--- config.mk ---
export PLATFORM = sky130hd
export DESIGN_NAME = iiitb_param_fifo_flat
export DESIGN_NICKNAME = d
export VERILOG_FILES = /design/src/rtl/iiitb_fifo_pkg.sv /design/src/rtl/iiitb_param_fifo_if.sv /design/src/rtl/iiitb_fifo_mem.sv /design/src/rtl/iiitb_param_fifo.sv /design/src/flat_wrapper.sv
export SDC_FILE = /design/constraint.sdc
export NUM_CORES = 1
export LEC_CHECK = 0
export CORE_ASPECT_RATIO = 0.75
export CORE_UTILIZATION = 23
export CTS_CLUSTER_DIAMETER = 200
export DETAILED_ROUTE_END_ITERATION = 8
export PLACE_DENSITY = 0.43
export SYNTH_ARGS = -nofsm -noshare
export SYNTH_HDL_FRONTEND = slang
export SYNTH_SLANG_ARGS = --single-unit
export TNS_END_PERCENT = 100
--- constraint.sdc ---
create_clock -name clk -period 5.2 [get_ports clk]
set_clock_uncertainty 0.1 [all_clocks]
set_input_delay 1.56 -clock clk [delete_from_list [all_inputs] [get_ports clk]]
set_output_delay 1.56 -clock clk [all_outputs]
set_load 0.02 [all_outputs]
--- src/rtl/iiitb_fifo_pkg.sv ---
// Shared defaults and count arithmetic for the parameterised FIFO.
package iiitb_fifo_pkg;

  localparam int unsigned DEF_DATA_W    = 8;
  localparam int unsigned DEF_ADDR_W    = 3;
  localparam int unsigned DEF_AEMPTY_TH = 2;

  // almost_full default sits two entries below full
  function automatic int unsigned def_afull_th(input int unsigned addr_w);
    return (32'(1) << addr_w) - 32'(2);
  endfunction

  function automatic int unsigned count_next(input int unsigned cnt,
                                             input logic        wr_acc,
                                             input logic        rd_acc);
    case ({wr_acc, rd_acc})
      2'b10:   return cnt + 32'(1);
      2'b01:   return cnt - 32'(1);
      default: return cnt;
    endcase
  endfunction

endpackage

--- src/rtl/iiitb_param_fifo_if.sv ---
// FIFO data/handshake/status bundle; master drives requests, slave is the FIFO.
interface iiitb_param_fifo_if #(
  parameter int unsigned DATA_W = iiitb_fifo_pkg::DEF_DATA_W,
  parameter int unsigned ADDR_W = iiitb_fifo_pkg::DEF_ADDR_W
) ();

  logic [DATA_W-1:0] buf_in;
  logic              wr_en;
  logic              rd_en;
  logic              err_clr;
  logic [DATA_W-1:0] buf_out;
  logic              buf_empty;
  logic              buf_full;
  logic              almost_empty;
  logic              almost_full;
  logic [ADDR_W:0]   fifo_counter;
  logic              overflow;
  logic              underflow;

  modport master (
    output buf_in, wr_en, rd_en, err_clr,
    input  buf_out, buf_empty, buf_full, almost_empty, almost_full,
           fifo_counter, overflow, underflow
  );

  modport slave (
    input  buf_in, wr_en, rd_en, err_clr,
    output buf_out, buf_empty, buf_full, almost_empty, almost_full,
           fifo_counter, overflow, underflow
  );

endinterface

--- src/rtl/iiitb_fifo_mem.sv ---
// DEPTH x DATA_W storage: one synchronous write port, one asynchronous read port, no reset.
module iiitb_fifo_mem #(
  parameter int unsigned DATA_W = iiitb_fifo_pkg::DEF_DATA_W,
  parameter int unsigned ADDR_W = iiitb_fifo_pkg::DEF_ADDR_W
) (
  input  logic              clk,
  input  logic              we,
  input  logic [ADDR_W-1:0] waddr,
  input  logic [DATA_W-1:0] wdata,
  input  logic [ADDR_W-1:0] raddr,
  output logic [DATA_W-1:0] rdata_c
);

  localparam int unsigned DEPTH = 32'(1) << ADDR_W;

  logic [DATA_W-1:0] mem [DEPTH];

  always_ff @(posedge clk) begin
    if (we) mem[waddr] <= wdata;
  end

  assign rdata_c = mem[raddr];

endmodule

--- src/rtl/iiitb_param_fifo.sv ---
// Parameterised synchronous FIFO with threshold flags and sticky error flags.
// Define FIFO_FWFT_EN for first-word fall-through reads; default is registered read.
module iiitb_param_fifo
  import iiitb_fifo_pkg::*;
#(
  parameter int unsigned DATA_W    = DEF_DATA_W,
  parameter int unsigned ADDR_W    = DEF_ADDR_W,
  parameter int unsigned AFULL_TH  = def_afull_th(ADDR_W),
  parameter int unsigned AEMPTY_TH = DEF_AEMPTY_TH
) (
  input logic              clk,
  input logic              rst_n,
  iiitb_param_fifo_if.slave bus
);

  localparam int unsigned DEPTH = 32'(1) << ADDR_W;
  localparam int unsigned CNT_W = ADDR_W + 1;

  if (!(AEMPTY_TH > 0 && AEMPTY_TH < AFULL_TH && AFULL_TH < DEPTH)) begin : g_bad_th
    $error("iiitb_param_fifo: need 0 < AEMPTY_TH < AFULL_TH < DEPTH");
  end

  logic [ADDR_W-1:0] wr_ptr, rd_ptr, wr_ptr_nxt, rd_ptr_nxt, rd_addr;
  logic [CNT_W-1:0]  cnt, cnt_nxt;
  logic [DATA_W-1:0] rd_data, out_q, out_nxt;
  logic              wr_acc, rd_acc;
  logic              empty_q, full_q, aempty_q, afull_q, ovf_q, udf_q;
  logic              ovf_nxt, udf_nxt;

  iiitb_fifo_mem #(.DATA_W(DATA_W), .ADDR_W(ADDR_W)) u_mem (
    .clk    (clk),
    .we     (wr_acc),
    .waddr  (wr_ptr),
    .wdata  (bus.buf_in),
    .raddr  (rd_addr),
    .rdata_c(rd_data)
  );

  // Acceptance, pointer/count next-state, error and read-data selection
  always_comb begin
    rd_acc     = bus.rd_en && !empty_q;
    wr_acc     = bus.wr_en && (!full_q || rd_acc);
    wr_ptr_nxt = wr_acc ? wr_ptr + ADDR_W'(1) : wr_ptr;
    rd_ptr_nxt = rd_acc ? rd_ptr + ADDR_W'(1) : rd_ptr;
    cnt_nxt    = CNT_W'(count_next(32'(cnt), wr_acc, rd_acc));
    ovf_nxt    = (bus.wr_en && !wr_acc) ? 1'b1 : (bus.err_clr ? 1'b0 : ovf_q);
    udf_nxt    = (bus.rd_en && !rd_acc) ? 1'b1 : (bus.err_clr ? 1'b0 : udf_q);
`ifdef FIFO_FWFT_EN
    // Preload the head that will be current after this edge; bypass a write into an emptying FIFO
    rd_addr = rd_ptr_nxt;
    if (cnt_nxt == '0)                       out_nxt = '0;
    else if (wr_acc && rd_ptr_nxt == wr_ptr) out_nxt = bus.buf_in;
    else                                     out_nxt = rd_data;
`else
    rd_addr = rd_ptr;
    out_nxt = rd_acc ? rd_data : out_q;
`endif
  end

  // State and registered outputs; flags are computed from the next count so they align with fifo_counter
  always_ff @(posedge clk or negedge rst_n) begin
    if (!rst_n) begin
      wr_ptr   <= '0;
      rd_ptr   <= '0;
      cnt      <= '0;
      out_q    <= '0;
      empty_q  <= 1'b1;
      full_q   <= 1'b0;
      aempty_q <= 1'b1;
      afull_q  <= 1'b0;
      ovf_q    <= 1'b0;
      udf_q    <= 1'b0;
    end else begin
      wr_ptr   <= wr_ptr_nxt;
      rd_ptr   <= rd_ptr_nxt;
      cnt      <= cnt_nxt;
      out_q    <= out_nxt;
      empty_q  <= (cnt_nxt == '0);
      full_q   <= (cnt_nxt == CNT_W'(DEPTH));
      aempty_q <= (cnt_nxt <= CNT_W'(AEMPTY_TH));
      afull_q  <= (cnt_nxt >= CNT_W'(AFULL_TH));
      ovf_q    <= ovf_nxt;
      udf_q    <= udf_nxt;
    end
  end

  assign bus.buf_out      = out_q;
  assign bus.buf_empty    = empty_q;
  assign bus.buf_full     = full_q;
  assign bus.almost_empty = aempty_q;
  assign bus.almost_full  = afull_q;
  assign bus.fifo_counter = cnt;
  assign bus.overflow     = ovf_q;
  assign bus.underflow    = udf_q;

endmodule

--- src/flat_wrapper.sv ---
// flat-port wrapper written by rule: the top's interface ports become plain ports
module iiitb_param_fifo_flat import iiitb_fifo_pkg::*;
#(
  parameter int unsigned DATA_W    = DEF_DATA_W,
  parameter int unsigned ADDR_W    = DEF_ADDR_W,
  parameter int unsigned AFULL_TH  = def_afull_th(ADDR_W),
  parameter int unsigned AEMPTY_TH = DEF_AEMPTY_TH
)
  (clk, rst_n, bus_buf_in, bus_wr_en, bus_rd_en, bus_err_clr, bus_buf_out, bus_buf_empty, bus_buf_full, bus_almost_empty, bus_almost_full, bus_fifo_counter, bus_overflow, bus_underflow);
  iiitb_param_fifo_if #(.DATA_W(DATA_W), .ADDR_W(ADDR_W)) bus_i ();
  input logic clk;
  input logic rst_n;
  input wire logic [$bits(bus_i.buf_in)-1:0] bus_buf_in;
  input wire logic [$bits(bus_i.wr_en)-1:0] bus_wr_en;
  input wire logic [$bits(bus_i.rd_en)-1:0] bus_rd_en;
  input wire logic [$bits(bus_i.err_clr)-1:0] bus_err_clr;
  output wire logic [$bits(bus_i.buf_out)-1:0] bus_buf_out;
  output wire logic [$bits(bus_i.buf_empty)-1:0] bus_buf_empty;
  output wire logic [$bits(bus_i.buf_full)-1:0] bus_buf_full;
  output wire logic [$bits(bus_i.almost_empty)-1:0] bus_almost_empty;
  output wire logic [$bits(bus_i.almost_full)-1:0] bus_almost_full;
  output wire logic [$bits(bus_i.fifo_counter)-1:0] bus_fifo_counter;
  output wire logic [$bits(bus_i.overflow)-1:0] bus_overflow;
  output wire logic [$bits(bus_i.underflow)-1:0] bus_underflow;
  assign bus_i.buf_in = bus_buf_in;
  assign bus_i.wr_en = bus_wr_en;
  assign bus_i.rd_en = bus_rd_en;
  assign bus_i.err_clr = bus_err_clr;
  assign bus_buf_out = bus_i.buf_out;
  assign bus_buf_empty = bus_i.buf_empty;
  assign bus_buf_full = bus_i.buf_full;
  assign bus_almost_empty = bus_i.almost_empty;
  assign bus_almost_full = bus_i.almost_full;
  assign bus_fifo_counter = bus_i.fifo_counter;
  assign bus_overflow = bus_i.overflow;
  assign bus_underflow = bus_i.underflow;
  iiitb_param_fifo #(.DATA_W(DATA_W), .ADDR_W(ADDR_W), .AFULL_TH(AFULL_TH), .AEMPTY_TH(AEMPTY_TH)) u_core (.clk(clk), .rst_n(rst_n), .bus(bus_i));
endmodule
After elaboration in Yosys (flattened, before gate mapping)

Memories as Yosys holds them, arrays and structs flattened. A register that Yosys moved wholly into a read port is not among the register bits.
Cells that the tools add are included.

$add $sub $neg: 4
Magnitude comparators: 2
Equality and inequality tests: 3
Muxes and demuxes: 6
Reductions and logical operators: 13

Operators by type and width:

| cell                                                                  | number |
|---|---|
| 4-bit one-hot mux with 2 select lines                                 | 1 |
| 3-bit by 1-bit adder with 3-bit output, second input constant         | 2 |
| 1-bit logical NOT                                                     | 5 |
| 1-bit two-way mux                                                     | 5 |
| 4-bit by 1-bit adder with 4-bit output, second input constant         | 1 |
| 4-bit == test, second input constant                                  | 1 |
| 4-bit by 3-bit >= comparator with 1-bit output, second input constant | 1 |
| 4-bit by 2-bit <= comparator with 1-bit output, second input constant | 1 |
| 1-bit logical AND                                                     | 4 |
| 4-bit logical NOT                                                     | 1 |
| 2-bit nonzero test                                                    | 2 |
| 4-bit by 1-bit subtractor with 4-bit output, second input constant    | 1 |
| 2-bit by 1-bit == test with 1-bit output, second input constant       | 1 |
| 2-bit == test, second input constant                                  | 1 |
| 1-bit logical OR                                                      | 1 |

Register bits: 16
RAM bits: 64
Bits of input ports: 13
Output and inout port bits: 18
Logic and storage cells: 38
Memories: 1

Memory list:

| memory           | depth | bits a word | rd ports | clocked after Yosys merged registers in | wr ports | line                 | RTL |
|---|---|---|---|---|---|---|---|
| u_core.u_mem.mem | 8     | 8           | 1        | 1                                       | 1        | iiitb_fifo_mem.sv:16 | `logic [DATA_W-1:0] mem [DEPTH];` |

Longest topological paths before layout

Depth in word-level cells: 7
Mapped depth: 12
Depth with buffers taken out: 11

By module

From an unflattened synthesis, not the netlist that was laid out.

Cells, all modules: 215
Area total of the unflattened synthesis: 3666.0 sq um

By module, submodules not included:

| module           | times used | cells each | area each (sq um) | seq. area each (sq um) |
|---|---|---|---|---|
| iiitb_fifo_mem   | 1          | 106        | 2531.2            | 1921.8 |
| iiitb_param_fifo | 1          | 109        | 1134.8            | 603.1 |

Worst setup path before layout

Ideal clock, no wire load.

Path kind: input-to-reg
Start: in bus_rd_en
End: reg u_core.empty_q (netlist: u_core.bus.buf_empty)
Setup time: 94 ps
Arrival time: 3594 ps
Data required time: 5006 ps
Slack: 1412 ps
Stages on the path: 12
Buffers on the path: 1
Cell sequence: nand2b_1 a21boi_1 inv_1 ha_1 buf_6 xor2_1 ha_1 a21oi_2 mux2i_1 xor2_1 inv_2 a311oi_1

Word-level cells in the longest chain between the ends: 6
Elaborated cells between the ends (all ways): 7
Those cells by class: 2 x eq/ne; 1 x mux; 4 x reduce/logical

RTL lines:

| what                                                                             | line                   | RTL |
|---|---|---|
| from (decl)                                                                      | flat_wrapper.sv:15     | `input wire logic [$bits(bus_i.rd_en)-1:0] bus_rd_en;` |
| 1-bit logical AND *                                                              | iiitb_param_fifo.sv:41 | `rd_acc = bus.rd_en && !empty_q;` |
| 1-bit logical OR                                                                 | iiitb_param_fifo.sv:42 | `wr_acc = bus.wr_en && (!full_q \|\| rd_acc);` |
| 1-bit logical AND                                                                | iiitb_param_fifo.sv:42 |  |
| 2-bit by 1-bit == test with 1-bit output / 2-bit == test (equally long branches) | iiitb_fifo_pkg.sv:16   | `case ({wr_acc, rd_acc})` |
| 4-bit one-hot mux with 2 select lines *                                          | iiitb_fifo_pkg.sv:16   |  |
| named net u_core.cnt_nxt[2]                                                      | iiitb_param_fifo.sv:24 | `logic [CNT_W-1:0] cnt, cnt_nxt;` |
| 4-bit logical NOT *                                                              | iiitb_param_fifo.sv:78 | `empty_q <= (cnt_nxt == '0);` |
| to (signal assigned)                                                             | iiitb_param_fifo.sv:78 |  |
| to (decl)                                                                        | iiitb_param_fifo.sv:27 | `logic empty_q, full_q, aempty_q, afull_q, ovf_q, udf_q;` |

Mark *: on every way through the listed nets, which the timed path passes. The rest lies on a longest branch.
A chain may end at the register's enable or synchronous reset.

Final worst setup path

Same ends and word-level chain as after synthesis.

==> reports/results.txt <==
The flow ran to the end, and the final reports show no timing, DRC or antenna violations. Setup repair after global routing left no endpoint under its margin. The tools report the count of antenna diodes in the layout as 0. Derived from the worst setup path, the maximum achievable clock frequency is 0.246 GHz.

The worst register-to-register path begins at u_core.bus.buf_empty. Entering global routing, the biggest net connects 21 pins. For the number of placed instances with taps included, the log shows 456. By area the synthesized netlist is led by sky130_fd_sc_hd__edfxtp_1 52%, sky130_fd_sc_hd__dfrtp_1 15%, sky130_fd_sc_hd__mux4_2 9.8%. The finished cells cover 4550 um^2. Clock-pin slew was measured on the worst setup and hold paths at 0.06 ns.

The area share of and/or/nand/nor cells after synthesis was 6.21%; the number of cell rows was 39. The number of violations of the max-capacitance limit is 0, and the share of the clock period used by the worst path is 78.2%. The dominant cell type by area after synthesis was sky130_fd_sc_hd__edfxtp_1. The floorplan die width is 148 um. The area fraction in compound gates after synthesis came out at 5.70%.

The synthesized netlist devotes 1.43% of its cell area to XOR and XNOR gates. Worst-case reg-to-reg path depth: 12. In this run the critical register-to-register path is captured at u_core.bus.buf_empty. The minimum clock period was 4.07 ns.

The setup fix buffers added after clock tree synthesis was 0; the placed cell area was 4230 um^2. At the end of the flow, the number of nets in the layout was 280. For the largest buffer count on any clock path, the log shows 2. Origin of the worst min-delay path: u_core.bus.buf_out[2]. For this configuration, the core starts out at a cell density of 23.8%. The worst register-to-register path has a setup slack of 2.33 ns. The total global-route track usage is 9.69%, and the maximum level of the CTS H-tree is 3. The number of global-route vias before repair was 2,003; the share of post-route cells with drive strength above 1 was 20.2%. VDD sags by at most 0.156 mV. Yosys mapped a number of flops with a built-in enable equal to 64. Dividing the detail-routed wire length by the instance count gives 15.3 um. The run gives 0 ns as the sum of negative setup slack.

Clock tree synthesis found a total of 88 sinks. The run gives 0 as the synthesis warning total. The main combinational cell family by area after synthesis was multiplexers. The tools report the number of inserted filler cells in the final layout as 1,557.

TritonCTS built the clock tree. The type of the worst min-delay path was reg2reg. The worst setup path is captured at a flop. Post-synthesis register bit count: 88. Area of the core: 15,400 um^2. The cell at the slowest stage of the critical path was sky130_fd_sc_hd__clkdlybuf4s50_1.

Before antenna repair, the detailed router went through 4 iterations. At the worst endpoint, the required time is 5.34 ns. The logs give 3670 um^2 for the area of the mapped netlist and 0 for the initial antenna violation count. The multiplexer share of the synthesized area is 12.9%, and the total power is 2590 uW. Among all flip-flop cells after synthesis, the most frequent one is sky130_fd_sc_hd__edfxtp_1.

In the final layout, flip-flops and latches occupy 2520 um^2. Prior to clock tree synthesis, the placed netlist has a worst setup slack of 0.758 ns. Dividing total power by cell area gives a power density of 569 nW/um^2. Synthesis produced a netlist with a net count of 239.

The global-route wire length before repair was 11.5 mm; the number of buffers inserted by hold repair at cts was 0. The most common cell in the synthesized netlist is sky130_fd_sc_hd__edfxtp_1. Of the synthesized area, sequential elements account for 68.9%. The post-DP HPWL came out at 4.82 mm.

The clock latency on the worst-skew pair was 0.34 ns; the remaining max-slew budget at the tightest pin was 40.2%. The routed design has 7.24 mm of wire. Setup slack on the critical path of the routed design comes to 1.13 ns.

The signal on the critical path passes through clkdlybuf4s50_1 -> nand2b_1 -> a21boi_1 -> buf_4 -> inv_1 -> ha_1 -> xor2_1 -> ha_1 -> a21oi_2 -> mux2i_1 -> xor2_1 -> inv_2 -> a311oi_1. Sorting the synthesized cells by how often they occur yields 64 x sky130_fd_sc_hd__edfxtp_1, 22 x sky130_fd_sc_hd__dfrtp_1, 19 x sky130_fd_sc_hd__nand2_1. The logs give 0 for the global route total overflow and 16,500 um^2 for the die footprint. On the worst path, the slowest cell contributes a delay of 0.48 ns. Counting the buffers created by CTS gives 9. In this run the static leakage power is 0.00160 uW.

The detailed router placed 1,935 vias in this run. The number of distinct library cells after synthesis is 44, and the pin slew with the least headroom to its limit is 0.898 ns. The maximum fanout along the worst path was 8; the number of buffer cells added on primary ports was 30. 31 I/O pins were placed. Data arrives at the worst endpoint at 4.20 ns. The layout overhead on the synthesized area is 24.2%.

The tree is rooted in a sky130_fd_sc_hd__clkbuf_16. The critical path is of the in2reg type. In this run the vertical extent of the chip is 111 um.

The post-cts repair resize count was 0; the share of flip-flops with an asynchronous set or reset was 27.3%. The worst hold path was traced through 2 stages. The post-layout instance count excluding filler cells is 472.

The DRC violations left was 0. Hold violation total from the final report: 0. For the number of max-slew violations in the final report, the log shows 0. Iteration-0 DRC count of the detailed router: 39. The logs give 1030 um^2 for the footprint of the multi-input gates and 221 for the instance count of the mapped netlist. The top cell type's share of synthesized area was 52.4%. The detailed-route vias per instance was 4.10. The endpoint with the worst hold slack was u_core.bus.buf_out[2].

Setup violations remaining at the end of the flow were counted as 0. In this run the mean area of a mapped cell was 16.6 um^2. The worst setup path is launched from an input port. The post-synthesis adder-cell area fraction works out to 1.71%.

The congestion estimate from routability-driven global placement came to 0.795. The residual antenna-violating net count after detailed routing is 0.
[critical path, delay by kind of cell]
| kind | cells | cell delay (ns) |
|---|---|---|
| xor+xnor | 2 | 0.48 |
| mux | 1 | 0.24 |
| buf+inv | 4 | 0.82 |
| fa+ha+maj | 2 | 0.53 |
| simple gates | 1 | 0.08 |
| compound gates | 3 | 0.51 |
[flip-flops by register name, summed over array words and instances, names as in the netlist, 3 cells and up]
register,cells
u_core.bus.buf_out,8
u_core.bus.fifo_counter,4
u_core.rd_addr,3
u_core.u_mem.mem,64
u_core.wr_ptr,3
[routing by layer]
layer	GRT usage (%)	up-vias	part of all wire [%]
met2	14.7	47	46
li1	-	929	-
met3	3.36	6	5.3
met5	0	-	0
met4	3.51	0	0.91
met1	12.8	953	48
[kinds of logic (layout without fill, tap and decap cells)]
kind of cell    Yosys count  count (layout)
mux                      27              27
buf+inv                  20              66
compound gates           30              30
xor+xnor                  6               6
flops                    88              88
fa+ha+maj                 5               5
simple gates             45              45
[per-stage QoR]
step / utilization [%] / hold slack [ns]
finish: 29.5 / 0.386
global route: 29.5 / 0.415
CTS: 29.5 / 0.397
detailed placement: 27.5 / 0.382
global placement: 27.5 / 0.375
floorplan: - / 0.416
[layout by cell type (no fill, tap or decap), types with 2 or more instances in the layout]
cell / count
sky130_fd_sc_hd__o2111ai_1: 2
sky130_fd_sc_hd__o21ai_1: 8
sky130_fd_sc_hd__xnor2_1: 3
sky130_fd_sc_hd__nor2_1: 7
sky130_fd_sc_hd__o21ai_0: 5
sky130_fd_sc_hd__buf_4: 12
sky130_fd_sc_hd__a21oi_1: 2
sky130_fd_sc_hd__ha_1: 5
sky130_fd_sc_hd__clkbuf_16: 9
sky130_fd_sc_hd__mux4_2: 16
sky130_fd_sc_hd__bufinv_16: 2
sky130_fd_sc_hd__nor3_1: 4
sky130_fd_sc_hd__nand2b_1: 5
sky130_fd_sc_hd__a211oi_1: 2
sky130_fd_sc_hd__clkdlybuf4s50_1: 30
sky130_fd_sc_hd__inv_1: 7
sky130_fd_sc_hd__inv_6: 2
sky130_fd_sc_hd__o211ai_1: 2
sky130_fd_sc_hd__nor2b_1: 3
sky130_fd_sc_hd__mux2i_1: 9
sky130_fd_sc_hd__nand2_1: 19
sky130_fd_sc_hd__mux2_2: 2
sky130_fd_sc_hd__edfxtp_1: 64
sky130_fd_sc_hd__dfrtp_1: 22
sky130_fd_sc_hd__dfstp_2: 2
sky130_fd_sc_hd__xor2_1: 3
[final cells by class]
type	count	area share (%)
clock inverter	7	2.06
sequential	88	55.5
timing repair buffer	42	8.58
clock buffer	9	4.95
multi-input combinational	113	22.6
tap	205	5.63
inverter	8	0.660
[report_power, final]
part           total, uW  switching, uW  internal, uW
Combinational        823            408           415
Clock                687            266           422
Sequential          1080            158           924
Total               2590            832          1760
[worst max path at each step]
stage               startpoint  slack (ns)  depth (start not counted)                    to
floorplan            bus_rd_en        1.41                         12  u_core.bus.buf_empty
CTS                  bus_rd_en        1.11                         13  u_core.bus.buf_empty
global placement     bus_rd_en        0.87                         13   u_core.bus.buf_full
detailed placement   bus_rd_en        0.76                         13  u_core.bus.buf_empty
finish               bus_rd_en        1.13                         13  u_core.bus.buf_empty
global route         bus_rd_en        0.90                         13  u_core.bus.buf_empty
No activity file was read; power rests on OpenSTA's default activity.
